--- src/rtl/riscv_ctrl_pkg.sv ---
// Shared encodings for the RV32I multi-cycle controller: opcodes, FSM states,
// select encodings and the packed control-strobe bundle.
package riscv_ctrl_pkg;

  localparam logic [6:0] OP_R      = 7'b0110011;
  localparam logic [6:0] OP_I      = 7'b0010011;
  localparam logic [6:0] OP_LOAD   = 7'b0000011;
  localparam logic [6:0] OP_STORE  = 7'b0100011;
  localparam logic [6:0] OP_BRANCH = 7'b1100011;
  localparam logic [6:0] OP_JAL    = 7'b1101111;
  localparam logic [6:0] OP_JALR   = 7'b1100111;
  localparam logic [6:0] OP_LUI    = 7'b0110111;
  localparam logic [6:0] OP_AUIPC  = 7'b0010111;
  localparam logic [6:0] OP_SYSTEM = 7'b1110011;

  localparam logic [1:0] PC_PLUS4 = 2'b00;
  localparam logic [1:0] PC_REL   = 2'b01;
  localparam logic [1:0] PC_JALR  = 2'b10;

  localparam logic [1:0] WB_ALU  = 2'b00;
  localparam logic [1:0] WB_LOAD = 2'b01;
  localparam logic [1:0] WB_PC4  = 2'b10;

  localparam logic [1:0] ALU_ADD   = 2'b00;
  localparam logic [1:0] ALU_CMP   = 2'b01;
  localparam logic [1:0] ALU_FUNCT = 2'b10;

  typedef enum logic [2:0] {
    S_IDLE, S_FETCH, S_DECODE, S_EXEC, S_MEM, S_WB, S_TRAP
  } state_t;

  // All per-cycle strobes/selects decoded from state, kept together so the
  // default-zero assignment covers every output in one place.
  typedef struct packed {
    logic       imem_req;
    logic       dmem_req;
    logic       dmem_we;
    logic       ir_we;
    logic       pc_we;
    logic [1:0] pc_sel;
    logic       alu_src_imm;
    logic [2:0] alu_funct3;
    logic [1:0] alu_op;
    logic       rf_we;
    logic [1:0] wb_sel;
  } ctrl_t;

  // Opcodes that proceed to EXEC; SYSTEM is decoded separately as a halt.
  function automatic logic is_legal(input logic [6:0] op);
    case (op)
      OP_R, OP_I, OP_LOAD, OP_STORE, OP_BRANCH,
      OP_JAL, OP_JALR, OP_LUI, OP_AUIPC: return 1'b1;
      default:                            return 1'b0;
    endcase
  endfunction

endpackage

--- src/rtl/multicycle_ctrl_if.sv ---
// Controller <-> datapath/memory signal bundle. master = controller side.
interface multicycle_ctrl_if #(parameter int RET_W = 32);
  logic [6:0]       opcode;
  logic [2:0]       funct3;
  logic             branch_taken;
  logic             imem_ready;
  logic             dmem_ready;
  logic             imem_req;
  logic             dmem_req;
  logic             dmem_we;
  logic             ir_we;
  logic             pc_we;
  logic [1:0]       pc_sel;
  logic             alu_src_imm;
  logic [2:0]       alu_funct3;
  logic [1:0]       alu_op;
  logic             rf_we;
  logic [1:0]       wb_sel;
  logic             halted;
  logic             illegal;
  logic             bus_err;
  logic [RET_W-1:0] retired;

  modport master (
    input  opcode, funct3, branch_taken, imem_ready, dmem_ready,
    output imem_req, dmem_req, dmem_we, ir_we, pc_we, pc_sel, alu_src_imm,
           alu_funct3, alu_op, rf_we, wb_sel, halted, illegal, bus_err, retired
  );

  modport slave (
    output opcode, funct3, branch_taken, imem_ready, dmem_ready,
    input  imem_req, dmem_req, dmem_we, ir_we, pc_we, pc_sel, alu_src_imm,
           alu_funct3, alu_op, rf_we, wb_sel, halted, illegal, bus_err, retired
  );
endinterface

--- src/rtl/mem_wait_timer.sv ---
// Counts consecutive not-ready cycles of a memory wait; expired is raised in
// the cycle that would make the count reach MEM_TIMEOUT while still waiting.
// MEM_TIMEOUT = 0 disables the timeout entirely.
module mem_wait_timer #(
  parameter int MEM_TIMEOUT = 16
) (
  input  logic clk,
  input  logic rst,
  input  logic clear,
  input  logic count_en,
  output logic expired
);
  localparam int CW = (MEM_TIMEOUT > 0) ? $clog2(MEM_TIMEOUT + 1) : 1;

  generate
    if (MEM_TIMEOUT > 0) begin : g_tmr
      logic [CW-1:0] cnt;

      // Wait counter; clear has priority, saturates so it can never wrap.
      always_ff @(posedge clk or posedge rst) begin
        if (rst)                        cnt <= '0;
        else if (clear)                 cnt <= '0;
        else if (count_en && cnt != '1) cnt <= cnt + 1'b1;
      end

      assign expired = count_en && (cnt == CW'(MEM_TIMEOUT - 1));
    end else begin : g_no_tmr
      assign expired = 1'b0;
    end
  endgenerate
endmodule

--- src/rtl/multicycle_ctrl.sv ---
// RV32I multi-cycle sequencer: FETCH/DECODE/EXEC/MEM/WB with trap on illegal
// opcode, SYSTEM or memory timeout, plus a retired-instruction counter.
module multicycle_ctrl
  import riscv_ctrl_pkg::*;
#(
  parameter int MEM_TIMEOUT = 16,
  parameter int RET_W       = 32
) (
  input  logic                clk,
  input  logic                rst,
  multicycle_ctrl_if.master   bus
);
  state_t           state, state_nx;
  ctrl_t            c;
  logic             illegal_q, bus_err_q;
  logic             illegal_set, bus_err_set;
  logic             tmr_en, tmr_clr, tmr_exp;
  logic [RET_W-1:0] retired_q;
  logic [6:0]       op;

  assign op = bus.opcode;

  mem_wait_timer #(.MEM_TIMEOUT(MEM_TIMEOUT)) u_tmr (
    .clk      (clk),
    .rst      (rst),
    .clear    (tmr_clr),
    .count_en (tmr_en),
    .expired  (tmr_exp)
  );

  // State, sticky trap causes and retire counter (one retire per pc_we).
  always_ff @(posedge clk or posedge rst) begin
    if (rst) begin
      state     <= S_IDLE;
      illegal_q <= 1'b0;
      bus_err_q <= 1'b0;
      retired_q <= '0;
    end else begin
      state <= state_nx;
      if (illegal_set) illegal_q <= 1'b1;
      if (bus_err_set) bus_err_q <= 1'b1;
      if (c.pc_we)     retired_q <= retired_q + RET_W'(1);
    end
  end

  // Next-state and strobe decode; everything defaults to zero/hold.
  always_comb begin
    c           = '0;
    state_nx    = state;
    illegal_set = 1'b0;
    bus_err_set = 1'b0;
    tmr_en      = 1'b0;
    case (state)
      S_IDLE: state_nx = S_FETCH;
      S_FETCH: begin
        c.imem_req = 1'b1;
        tmr_en     = !bus.imem_ready;
        if (bus.imem_ready) begin
          c.ir_we  = 1'b1;
          state_nx = S_DECODE;
        end else if (tmr_exp) begin
          state_nx    = S_TRAP;
          bus_err_set = 1'b1;
        end
      end
      S_DECODE: begin
        if (is_legal(op)) begin
          state_nx = S_EXEC;
        end else begin
          state_nx    = S_TRAP;
          illegal_set = (op != OP_SYSTEM);
        end
      end
      S_EXEC: begin
        c.alu_src_imm = op inside {OP_I, OP_LOAD, OP_STORE, OP_JALR, OP_LUI, OP_AUIPC};
        if (op == OP_R || op == OP_I) c.alu_op = ALU_FUNCT;
        else if (op == OP_BRANCH)     c.alu_op = ALU_CMP;
        else                          c.alu_op = ALU_ADD;
        c.alu_funct3 = (c.alu_op == ALU_FUNCT) ? bus.funct3 : 3'b000;
        if (op == OP_BRANCH) begin
          c.pc_we  = 1'b1;
          c.pc_sel = bus.branch_taken ? PC_REL : PC_PLUS4;
          state_nx = S_FETCH;
        end else if (op == OP_LOAD || op == OP_STORE) begin
          state_nx = S_MEM;
        end else begin
          state_nx = S_WB;
        end
      end
      S_MEM: begin
        c.dmem_req = 1'b1;
        c.dmem_we  = (op == OP_STORE);
        tmr_en     = !bus.dmem_ready;
        if (bus.dmem_ready) begin
          if (op == OP_STORE) begin
            c.pc_we  = 1'b1;
            c.pc_sel = PC_PLUS4;
            state_nx = S_FETCH;
          end else begin
            state_nx = S_WB;
          end
        end else if (tmr_exp) begin
          state_nx    = S_TRAP;
          bus_err_set = 1'b1;
        end
      end
      S_WB: begin
        c.rf_we  = 1'b1;
        c.pc_we  = 1'b1;
        c.wb_sel = (op == OP_LOAD) ? WB_LOAD :
                   (op == OP_JAL || op == OP_JALR) ? WB_PC4 : WB_ALU;
        c.pc_sel = (op == OP_JAL) ? PC_REL : (op == OP_JALR) ? PC_JALR : PC_PLUS4;
        state_nx = S_FETCH;
      end
      S_TRAP:  state_nx = S_TRAP;
      default: state_nx = S_IDLE;
    endcase
    // Wait timer restarts whenever the FSM leaves its current state.
    tmr_clr = (state_nx != state);
  end

  assign bus.imem_req    = c.imem_req;
  assign bus.dmem_req    = c.dmem_req;
  assign bus.dmem_we     = c.dmem_we;
  assign bus.ir_we       = c.ir_we;
  assign bus.pc_we       = c.pc_we;
  assign bus.pc_sel      = c.pc_sel;
  assign bus.alu_src_imm = c.alu_src_imm;
  assign bus.alu_funct3  = c.alu_funct3;
  assign bus.alu_op      = c.alu_op;
  assign bus.rf_we       = c.rf_we;
  assign bus.wb_sel      = c.wb_sel;
  assign bus.halted      = (state == S_TRAP);
  assign bus.illegal     = illegal_q;
  assign bus.bus_err     = bus_err_q;
  assign bus.retired     = retired_q;
endmodule
--- src/flat_wrapper.sv ---
// flat-port wrapper written by rule: the top's interface ports become plain ports
module multicycle_ctrl_flat import riscv_ctrl_pkg::*;
#(
  parameter int MEM_TIMEOUT = 16,
  parameter int RET_W       = 32
)
  (clk, rst, bus_opcode, bus_funct3, bus_branch_taken, bus_imem_ready, bus_dmem_ready, bus_imem_req, bus_dmem_req, bus_dmem_we, bus_ir_we, bus_pc_we, bus_pc_sel, bus_alu_src_imm, bus_alu_funct3, bus_alu_op, bus_rf_we, bus_wb_sel, bus_halted, bus_illegal, bus_bus_err, bus_retired);
  multicycle_ctrl_if #(.RET_W(RET_W)) bus_i ();
  input  logic clk;
  input  logic rst;
  input wire logic [$bits(bus_i.opcode)-1:0] bus_opcode;
  input wire logic [$bits(bus_i.funct3)-1:0] bus_funct3;
  input wire logic [$bits(bus_i.branch_taken)-1:0] bus_branch_taken;
  input wire logic [$bits(bus_i.imem_ready)-1:0] bus_imem_ready;
  input wire logic [$bits(bus_i.dmem_ready)-1:0] bus_dmem_ready;
  output wire logic [$bits(bus_i.imem_req)-1:0] bus_imem_req;
  output wire logic [$bits(bus_i.dmem_req)-1:0] bus_dmem_req;
  output wire logic [$bits(bus_i.dmem_we)-1:0] bus_dmem_we;
  output wire logic [$bits(bus_i.ir_we)-1:0] bus_ir_we;
  output wire logic [$bits(bus_i.pc_we)-1:0] bus_pc_we;
  output wire logic [$bits(bus_i.pc_sel)-1:0] bus_pc_sel;
  output wire logic [$bits(bus_i.alu_src_imm)-1:0] bus_alu_src_imm;
  output wire logic [$bits(bus_i.alu_funct3)-1:0] bus_alu_funct3;
  output wire logic [$bits(bus_i.alu_op)-1:0] bus_alu_op;
  output wire logic [$bits(bus_i.rf_we)-1:0] bus_rf_we;
  output wire logic [$bits(bus_i.wb_sel)-1:0] bus_wb_sel;
  output wire logic [$bits(bus_i.halted)-1:0] bus_halted;
  output wire logic [$bits(bus_i.illegal)-1:0] bus_illegal;
  output wire logic [$bits(bus_i.bus_err)-1:0] bus_bus_err;
  output wire logic [$bits(bus_i.retired)-1:0] bus_retired;
  assign bus_i.opcode = bus_opcode;
  assign bus_i.funct3 = bus_funct3;
  assign bus_i.branch_taken = bus_branch_taken;
  assign bus_i.imem_ready = bus_imem_ready;
  assign bus_i.dmem_ready = bus_dmem_ready;
  assign bus_imem_req = bus_i.imem_req;
  assign bus_dmem_req = bus_i.dmem_req;
  assign bus_dmem_we = bus_i.dmem_we;
  assign bus_ir_we = bus_i.ir_we;
  assign bus_pc_we = bus_i.pc_we;
  assign bus_pc_sel = bus_i.pc_sel;
  assign bus_alu_src_imm = bus_i.alu_src_imm;
  assign bus_alu_funct3 = bus_i.alu_funct3;
  assign bus_alu_op = bus_i.alu_op;
  assign bus_rf_we = bus_i.rf_we;
  assign bus_wb_sel = bus_i.wb_sel;
  assign bus_halted = bus_i.halted;
  assign bus_illegal = bus_i.illegal;
  assign bus_bus_err = bus_i.bus_err;
  assign bus_retired = bus_i.retired;
  multicycle_ctrl #(.MEM_TIMEOUT(MEM_TIMEOUT), .RET_W(RET_W)) u_core (.clk(clk), .rst(rst), .bus(bus_i));
endmodule
--- config.mk ---
export PLATFORM = sky130hd
export DESIGN_NAME = multicycle_ctrl_flat
export DESIGN_NICKNAME = d
export VERILOG_FILES = /design/src/rtl/riscv_ctrl_pkg.sv /design/src/rtl/multicycle_ctrl_if.sv /design/src/rtl/mem_wait_timer.sv /design/src/rtl/multicycle_ctrl.sv /design/src/flat_wrapper.sv
export SDC_FILE = /design/constraint.sdc
export NUM_CORES = 1
export LEC_CHECK = 0
export ABC_CLOCK_PERIOD_IN_PS = 2800
export CAP_MARGIN = 20
export CORE_MARGIN = 5
export CORE_UTILIZATION = 40
export DETAILED_ROUTE_END_ITERATION = 16
export GPL_TIMING_DRIVEN = 1
export HOLD_SLACK_MARGIN = 0.02
export PLACE_DENSITY = 0.68
export SKIP_CTS_REPAIR_TIMING = 1
export SLEW_MARGIN = 20
export SYNTH_ARGS = -nofsm -noshare
export SYNTH_HDL_FRONTEND = slang
export SYNTH_SLANG_ARGS = --single-unit
--- constraint.sdc ---
create_clock -name clk -period 2.8 [get_ports clk]
set_input_delay 0.56 -clock clk [delete_from_list [all_inputs] [get_ports clk]]
set_output_delay 0.56 -clock clk [all_outputs]
set_load 0.02 [all_outputs]
Word-level counts from Yosys, hierarchy flattened --
Index checks and enable logic that the tools add are counted.
Word-level totals: flip-flop bits (word level) 42, bits of input ports 15, output and inout bits 51, logic and storage cells 77
Operators by class: add/subtract/negate cells 2, equality and inequality tests 20, multiplexer cells 38, reductions and logical operators 12
Operators by type and width (number):
- 3-bit two-way mux | 11
- 32-bit by 1-bit adder with 32-bit output, second input constant | 1
- 7-bit by 6-bit equality test with 1-bit output, second input constant | 3
- 7-bit equality test, second input constant | 3
- 3-bit one-hot mux with 6 select lines | 1
- 7-bit by 5-bit equality test with 1-bit output, second input constant | 2
- 2-bit two-way mux | 7
- 1-bit two-way mux | 13
- 5-bit two-way mux | 2
- 3-bit equality test, second input constant | 3
- 3-bit one-hot mux with 3 select lines | 1
- 9-bit OR reduction | 1
- 7-bit by 2-bit equality test with 1-bit output, second input constant | 1
- 7-bit inequality test, second input constant | 1
- 3-bit by 2-bit equality test with 1-bit output, second input constant | 2
- 6-bit two-way mux | 1
- 6-bit nonzero test | 1
- 5-bit by 1-bit adder with 5-bit output, second input constant | 1
- 5-bit by 4-bit equality test with 1-bit output, second input constant | 1
- 5-bit inequality test, second input constant | 1
- 1-bit one-hot mux with 2 select lines | 2
- 3-bit by 1-bit equality test with 1-bit output, second input constant | 1
- 3-bit zero test | 1
- 1-bit logical OR | 3
- 6 further kinds | 8

Logic depth before layout (Yosys ltp) --
Gate-level depths: netlist of run 1.
depth in word-level cells 8, depth in mapped cells 8, mapped depth without buffers 8

Cells and area by module --
From an unflattened synthesis of run 1, not the netlist that was laid out.
Second synthesis, totals: cells, all modules 245, area, all modules 2501.1 µm²
By module, submodules not included:
- multicycle_ctrl | times used 1, cells each 219, area an instance 2217.1 µm², seq. area each 925.9 µm²
- mem_wait_timer | times used 1, cells each 26, area an instance 284.0 µm², seq. area each 125.1 µm²

Least setup slack after synthesis of run 1 --
OpenSTA, ideal clock, no wires.
kind in2out, start input bus_opcode[2], end output bus_alu_funct3[0], arrival 1842 ps, data required time 2240 ps, setup slack 398 ps, stages 4, path buffers 1, cell sequence nand4bb_4 buf_6 nor3_1 and2_1
Between the ends: longest elaborated chain between the ends 7, elaborated cells on any way between the ends 10, classes of those cells eq/ne (4); mux (5); reduce/logical (1)
RTL lines:
- start, declared | line flat_wrapper.sv:11 | input wire logic [$bits(bus_i.opcode)-1:0] bus_opcode;
- 7-bit equality test (tied with other cells) | line multicycle_ctrl.sv:77 | else if (op == OP_BRANCH) c.alu_op = ALU_CMP;
- 1-bit two-way mux / 1-bit logical OR (equally long branches) | line multicycle_ctrl.sv:77, multicycle_ctrl.sv:76
- 2-bit two-way mux (*) | line multicycle_ctrl.sv:76 | if (op == OP_R || op == OP_I) c.alu_op = ALU_FUNCT;
- 2-bit two-way mux (*) | line multicycle_ctrl.sv:53 | case (state)
- 2-bit equality test (*) | line multicycle_ctrl.sv:79 | c.alu_funct3 = (c.alu_op == ALU_FUNCT) ? bus.funct3 : 3'b000;
- 3-bit two-way mux (*) | line multicycle_ctrl.sv:79
- 6-bit two-way mux (*) | line multicycle_ctrl.sv:53
- end, declared | line flat_wrapper.sv:23 | output wire logic [$bits(bus_i.alu_funct3)-1:0] bus_alu_funct3;
Mark *: on every way between the ends. The rest lies on a longest branch, timed or not. The select of a mux whose other input is x is not followed.

Worst setup path in the final report of run 1 --
start input bus_opcode[2], end output bus_pc_we
Between the ends: longest elaborated chain between the ends 4, elaborated cells on any way between the ends 6, classes of those cells eq/ne (2); mux (4)
RTL lines:
- 7-bit by 6-bit equality test with 1-bit output | line multicycle_ctrl.sv:95 | if (op == OP_STORE) begin
- 3-bit two-way mux | line multicycle_ctrl.sv:95
- 3-bit two-way mux | line multicycle_ctrl.sv:94 | if (bus.dmem_ready) begin
- 3-bit one-hot mux with 3 select lines (*) | line multicycle_ctrl.sv:53
- end, declared | line flat_wrapper.sv:20 | output wire logic [$bits(bus_i.pc_we)-1:0] bus_pc_we;
Mark *: on every way between the ends. The rest lies on a longest branch, timed or not.

==> flow_summary_export.csv, run 1 <==
group,metric,value,unit
run_status,outcome,"finished, final reports clean",
power_and_ir_drop,power.density,557,nW/um2
detailed_routing,drcViolationCount,0,
worst_hold_path,hold_depth,1,
setup_path,path_max_fanout,6,
grt,grt_max_degree,43,
setup_path,max_stage_delay,490,ps
sta,tightest_slew,519,ps
layout,fillers,531,
detailed_routing,vias,2054,
power_and_ir_drop,leakagePower,1.78,nW
sta,clock.fmax,381,MHz
layout,drive_above_1_share,18.4,%
floorplan,core,5990,um2
yosys,yosysWarningCount,0,
sta,skew,6.46,ps
yosys,netlist.area_leader.share,42.3,%
grt,grt_overflow,0,
worst_hold_path,hp-class,"reg -> reg",
yosys,synthTopCellsByArea,"dfrtp_1, xor2_1, xnor2_1",
grt,antenna_found_initial,0,
clocking,tritoncts,"done",
sta,fin_hold_ws,469,ps
setup_path,reg2regPathDepth,8,
setup_path,cp-end-kind,"output port",
yosys,yosysSeqAreaShare,42.3,%
clocking,cts.htree.levels,2,
clocking,cts_root_buf,"clkbuf_8",
layout,nNetsFinal,344,
sta,finalSetupViolCount,0,
layout,final_cells,401,
placed_design,dpl.cell_count,393,
sta,drv_slew,0,
layout,regArea,1050,um2
layout,syn2layout_area_growth,40.4,%
clocking,cts_max_path_buffers,2,
clocking,clk_latency,290,ps
yosys,avgSynthCellArea,10.6,um2
floorplan,dieArea,7880,um2
setup_path,path_delay_family,"buffers and inverters",
setup_path,crit_chain,"clkdlybuf4s50_1 -> nand4bb_4 -> o31a_4 -> nand2_1 -> dlymetal6s2s_1",
yosys,synth-async-reset-ratio,100,%
yosys,yosysUniqueCellTypes,57,
setup_path,worstPathRequired,2240,ps
yosys,synth_most_common_cell,"dfrtp_1",
placed_design,hpwl,4360,um
sta,rsz0062_at_grt,"no",
yosys,synthCells,235,
detailed_routing,ant_nets,0,
placed_design,portBuffers,65,
sta,period_share,93.8,%
detailed_routing,via_per_inst,5.12,
sta,slew_headroom,65.4,%
setup_path,worst-path-stages,5,
layout,diodes,0,
yosys,yosys_register_bits,42,
clocking,clkTransAtPathRegs,80,ps
yosys,yosys-top-cells-count,"dfrtp_1, xor2_1, nor2_1",
floorplan,core.rowCount,28,
yosys,synthFlopType,"dfrtp_1",
layout,multi_input_area,1350,um2
floorplan,initial_core_util,41.4,%
floorplan,fp.dieW,88.8,um
setup_path,arrival,2070,ps
detailed_routing,wire_per_inst,14.3,um
sta,min_period,2630,ps
grt,grt.total_usage,15.5,%
yosys,synth_fp_nets,254,
setup_path,slowest_stage,"clkdlybuf4s50_1",
power_and_ir_drop,peakVddDrop,0.445,mV
yosys,yosysTopAreaCell,"dfrtp_1",
floorplan,pin_count,66,
placed_design,place.gp.congestion,0.782,
setup_path,cp-start-kind,"input pin",
clocking,clock_sinks,42,
grt,grt_pass1_vias,2044,
yosys,synth_edf_count,0,
floorplan,die_h,88.8,um
grt,grt_pass1_wl,9600,um
yosys,synth_area,2480,um2
flow_run,drv_cap,0,
detailed_routing,drt-pass1-iter-count,4,
detailed_routing,first_iter_violations,74,
setup_path,worst-path-buf-inv,2,
clocking,cts_made_buffers,5,
sta,finalHoldViolCount,0,
setup_path,critPathKind,"in -> out",
detailed_routing,drt-total-wl,5750,um
-- worst paths after layout --
| check | start | endpoint | slack [ps] |
|---|---|---|---|
| max | bus_opcode[2] | bus_pc_we | 170 |
| min | u_core.bus.illegal$_DFFE_PP0P_ | u_core.bus.illegal$_DFFE_PP0P_ | 470 |
| max reg2reg | u_core.u_tmr.g_tmr.cnt[0]$_DFFE_PP0P_ | u_core.u_tmr.g_tmr.cnt[3]$_DFFE_PP0P_ | 470 |
| min reg2reg | u_core.bus.illegal$_DFFE_PP0P_ | u_core.bus.illegal$_DFFE_PP0P_ | 470 |
| max in group asynchronous | rst | u_core.bus.retired[4]$_DFFE_PP0P_ | 1750 |
| min in group asynchronous | rst | u_core.bus.retired[31]$_DFFE_PP0P_ | 690 |
-- routing by layer --
| metal | track usage (%) | vias to the layer above | routed length [um] |
|---|---|---|---|
| li1 | - | 1010 | - |
| met1 | 22.1 | 981 | 2650 |
| met2 | 23.5 | 59 | 2650 |
| met3 | 4.00 | 4 | 416 |
| met4 | 3.85 | 0 | 42 |
| met5 | 0 | - | 0 |
-- state kept, by name, indices dropped and copies added, names as in the netlist --
| signal | count |
|---|---|
| u_core.bus.retired | 32 |
| u_core.u_tmr.g_tmr.cnt | 5 |
| u_core.state | 3 |
| u_core.bus.bus_err | 1 |
| u_core.bus.illegal | 1 |
-- where the power goes --
part	internal, W	switching (W)
Clock	0.000176	0.000210
Sequential	0.000669	0.0000659
Combinational	0.000376	0.000445
-- cell families (layout without fill, tap and decap cells) --
family                     after synthesis  count (layout)  share of synthesized area (%)
DFF                                     42              42                           42.3
adders and majority gates                4               4                           2.02
xor gates and xnor gates                34              34                           12.0
and+or+nand+nor                        108             108                           27.0
AOI/OAI and AO/OA                       27              27                           11.9
buffers and inverters                   18             109                           3.93
muxes                                    2               2                          0.857
-- cells in the final DEF, fill, tap and decap left out, types with 2 or more instances in the layout --
cell type / n
a211o_1: 2
xnor2_1: 16
nor3b_1: 3
xor2_1: 18
dlymetal6s2s_1: 13
ha_1: 4
inv_1: 13
nand4_1: 6
nor3_1: 14
buf_4: 23
and2_1: 6
nor3b_4: 2
nor4_1: 2
dfrtp_1: 42
nand3b_1: 3
nand3_1: 10
nand2b_1: 5
and3_1: 9
clkdlybuf4s50_1: 52
a21oi_1: 4
o21ai_4: 2
nor2_1: 17
clkbuf_8: 5
nand2_1: 15
a21boi_4: 2
nor3_2: 5
-- worst register-to-register path: cells and delay by family, from the launching register on --
family                     cells  cell delay (ps)
AOI/OAI and AO/OA              2              530
adders and majority gates      2              430
DFF                            1              390
and+or+nand+nor                4              850
-- metrics by stage --
| step | total power (W) | TNS (ps) | utilization, % | area, um2 | setup slack [ps] |
|---|---|---|---|---|---|
| 4_1_cts | 0.00196 | -1570 | 57.4 | 3440 | -206 |
| 6_report | 0.00194 | 0 | 58.2 | 3490 | 173 |
| 3_5_place_dp | 0.00157 | -1520 | 55.9 | 3350 | -203 |
| 3_3_place_gp | 0.00155 | -1520 | 55.9 | 3350 | -207 |
| 2_1_floorplan | 0.00128 | 0 | - | 2480 | 398 |
| 5_1_grt | 0.00207 | 0 | 58.2 | 3490 | 61.5 |
-- area by class of cell --
cell class                      instances  share of cell area (%)
Multi-Input combinational cell        175                    38.7
Sequential cell                        42                    30.2
Timing Repair Buffer                   88                    24.6
Tap cell                               75                    2.69
Clock buffer                            6                    2.08
Inverter                               13                    1.40
Clock inverter                          2                   0.395
No activity file was read; power rests on OpenSTA's default activity.
==> run 2: changes to the inputs <==
--- a/config.mk
+++ b/config.mk
@@ -7,12 +7,14 @@
 export LEC_CHECK = 0
 export ABC_CLOCK_PERIOD_IN_PS = 2800
 export CAP_MARGIN = 20
+export CELL_PAD_IN_SITES_DETAIL_PLACEMENT = 1
+export CELL_PAD_IN_SITES_GLOBAL_PLACEMENT = 2
 export CORE_MARGIN = 5
-export CORE_UTILIZATION = 40
+export CORE_UTILIZATION = 30
 export DETAILED_ROUTE_END_ITERATION = 16
 export GPL_TIMING_DRIVEN = 1
 export HOLD_SLACK_MARGIN = 0.02
-export PLACE_DENSITY = 0.68
+export PLACE_DENSITY_LB_ADDON = 0.1
 export SKIP_CTS_REPAIR_TIMING = 1
 export SLEW_MARGIN = 20
 export SYNTH_ARGS = -nofsm -noshare
==> run 2 against run 1 <==
Effect of this change: global-route usage down 1.8 points; sequential share of layout area down 0.36 points; highest routed layer unchanged; critical path depth unchanged; fmax down 0.80%.
==> flow_summary_export.csv, run 2 (synthesized netlist as in run 1, its figures left out) <==
group,metric,value,unit
detailed_routing,vias,2102,
sta,min_period,2650,ps
setup_path,critPathKind,"in -> out",
grt,met2_usage,21.8,%
detailed_routing,via_per_inst,4.88,
setup_path,cp-end-kind,"output port",
layout,fin_util,43.4,%
setup_path,path_delay_family,"simple AND/OR/NAND/NOR gates",
grt,grt_pass1_wl,11200,um
setup_path,slowest_stage,"clkdlybuf4s50_1",
grt,grt.total_usage,13.7,%
sta,period_share,94.6,%
sta,clock.fmax,378,MHz
layout,diodes,0,
layout,nNetsFinal,344,
setup_path,path_max_fanout,5,
layout,final_cell_mix,"clkdlybuf4s50_1, dfrtp_1, buf_4",
floorplan,core.rowCount,33,
floorplan,die_h,101,um
setup_path,worstPathRequired,2240,ps
sta,drv_slew,0,
grt,grt_max_degree,43,
grt,grt_busiest_layer,"met2",
detailed_routing,drt-pass1-iter-count,4,
grt,antenna_found_initial,0,
power_and_ir_drop,p_total,0.00199,W
worst_hold_path,hp-class,"reg -> reg",
floorplan,dieArea,10200,um2
detailed_routing,drcViolationCount,0,
sta,finalHoldViolCount,0,
sta,rsz0062_at_grt,"no",
clocking,clock_sinks,42,
power_and_ir_drop,power.density,563,nW/um2
sta,finalSetupViolCount,0,
placed_design,place.gp.congestion,0.732,
floorplan,initial_core_util,30.5,%
grt,grtUsageMet1,18.6,%
sta,tightest_slew,570,ps
placed_design,pre_cts_ws,-245,ps
clocking,cts_root_buf,"clkbuf_8",
grt,grt_overflow,0,
floorplan,fp.dieW,101,um
clocking,tritoncts,"done",
sta,slew_headroom,62.0,%
detailed_routing,wire_per_inst,15.4,um
layout,drive_above_1_share,18.4,%
flow_run,drv_cap,0,
placed_design,hpwl,5000,um
clocking,cts.htree.levels,2,
sta,fin_ws,152,ps
setup_path,arrival,2090,ps
detailed_routing,drt-total-wl,6650,um
sta,skew,7.90,ps
run_status,outcome,"finished, final reports clean",
power_and_ir_drop,peakVddDrop,0.318,mV
placed_design,portBuffers,65,
clocking,clkTransAtPathRegs,80,ps
grt,grt_pass1_vias,2219,
clocking,cts_made_buffers,5,
detailed_routing,first_iter_violations,39,
floorplan,core,8130,um2
power_and_ir_drop,leakagePower,1.79,nW
layout,syn2layout_area_growth,42.1,%
setup_path,crit_chain,"clkdlybuf4s50_1 -> nand4bb_4 -> nor3_1 -> nor3b_1 -> dlymetal6s2s_1",
clocking,clk_latency,300,ps
floorplan,pin_count,66,
grt,use_met3,3.94,%
setup_path,max_stage_delay,470,ps
clocking,cts_max_path_buffers,2,
sta,fin_hold_ws,471,ps
detailed_routing,ant_nets,0,
setup_path,worst-path-buf-inv,2,
layout,layout_commonest_cell,"clkdlybuf4s50_1",
layout,largest_reg_flops,32,
setup_path,cp-start-kind,"input pin",
run 2: cell types whose count changed in the layout (fill, tap and decap cells not counted), sizes merged:
| cell | change |
|---|---|
| clkbuf | +1 |
| clkdlybuf4s50 | -1 |
| clkinv | -1 |
| dlymetal6s2s | +1 |
run 2: where the power goes:
part	total, W	internal [W]	switching [W]
Combinational	0.000821	0.000375	0.000446
Clock	0.000422	0.000204	0.000218
Sequential	0.000743	0.000669	0.0000743
Total	0.00199	0.00125	0.000738
run 2: cell type report:
type                            count  area (um2)
Multi-Input combinational cell    175        1340
Clock buffer                        7        86.3
Clock inverter                      1        8.76
Sequential cell                    42        1050
Fill cell                         919        4610
Inverter                           13        48.8
Tap cell                          105         131
Timing Repair Buffer               88         858
run 2: layer usage:
metal	vias up	part of all wire, %	routed length [um]
li1	1005	-	-
met1	1038	48	3180
met2	54	45	3000
met3	5	6.3	422
met4	0	0.66	44
met5	-	0	0
run 2: metrics by stage:
step / setup TNS [ps] / instance area (um2) / instances
6_report: 0 / 3530 / 431
5_1_grt: 0 / 3530 / 431
4_1_cts: -1570 / 3480 / 431
3_5_place_dp: -1520 / 3390 / 423
3_3_place_gp: -1440 / 3390 / 423
2_1_floorplan: 0 / 2480 / 235
run 2: worst paths after layout:
kind,startpoint,end,slack [ps],depth (start not counted)
worst max-delay path,bus_opcode[3],bus_wb_sel[0],150,5
worst min-delay path,u_core.bus.bus_err$_DFFE_PP0P_,u_core.bus.bus_err$_DFFE_PP0P_,470,1
worst max register to register,u_core.u_tmr.g_tmr.cnt[0]$_DFFE_PP0P_,u_core.u_tmr.g_tmr.cnt[1]$_DFFE_PP0P_,440,8
worst min register to register,u_core.bus.bus_err$_DFFE_PP0P_,u_core.bus.bus_err$_DFFE_PP0P_,470,1
max in group asynchronous,rst,u_core.bus.illegal$_DFFE_PP0P_,1690,3
min in group asynchronous,rst,u_core.u_tmr.g_tmr.cnt[2]$_DFFE_PP0P_,710,3
==> run 3: changes to the inputs <==
--- a/config.mk
+++ b/config.mk
@@ -20,3 +20,4 @@
 export SYNTH_ARGS = -nofsm -noshare
 export SYNTH_HDL_FRONTEND = slang
 export SYNTH_SLANG_ARGS = --single-unit
+export TNS_END_PERCENT = 100
==> results of run 3 <==
The final DEF is identical to that of run 2; final timing and power are the same.
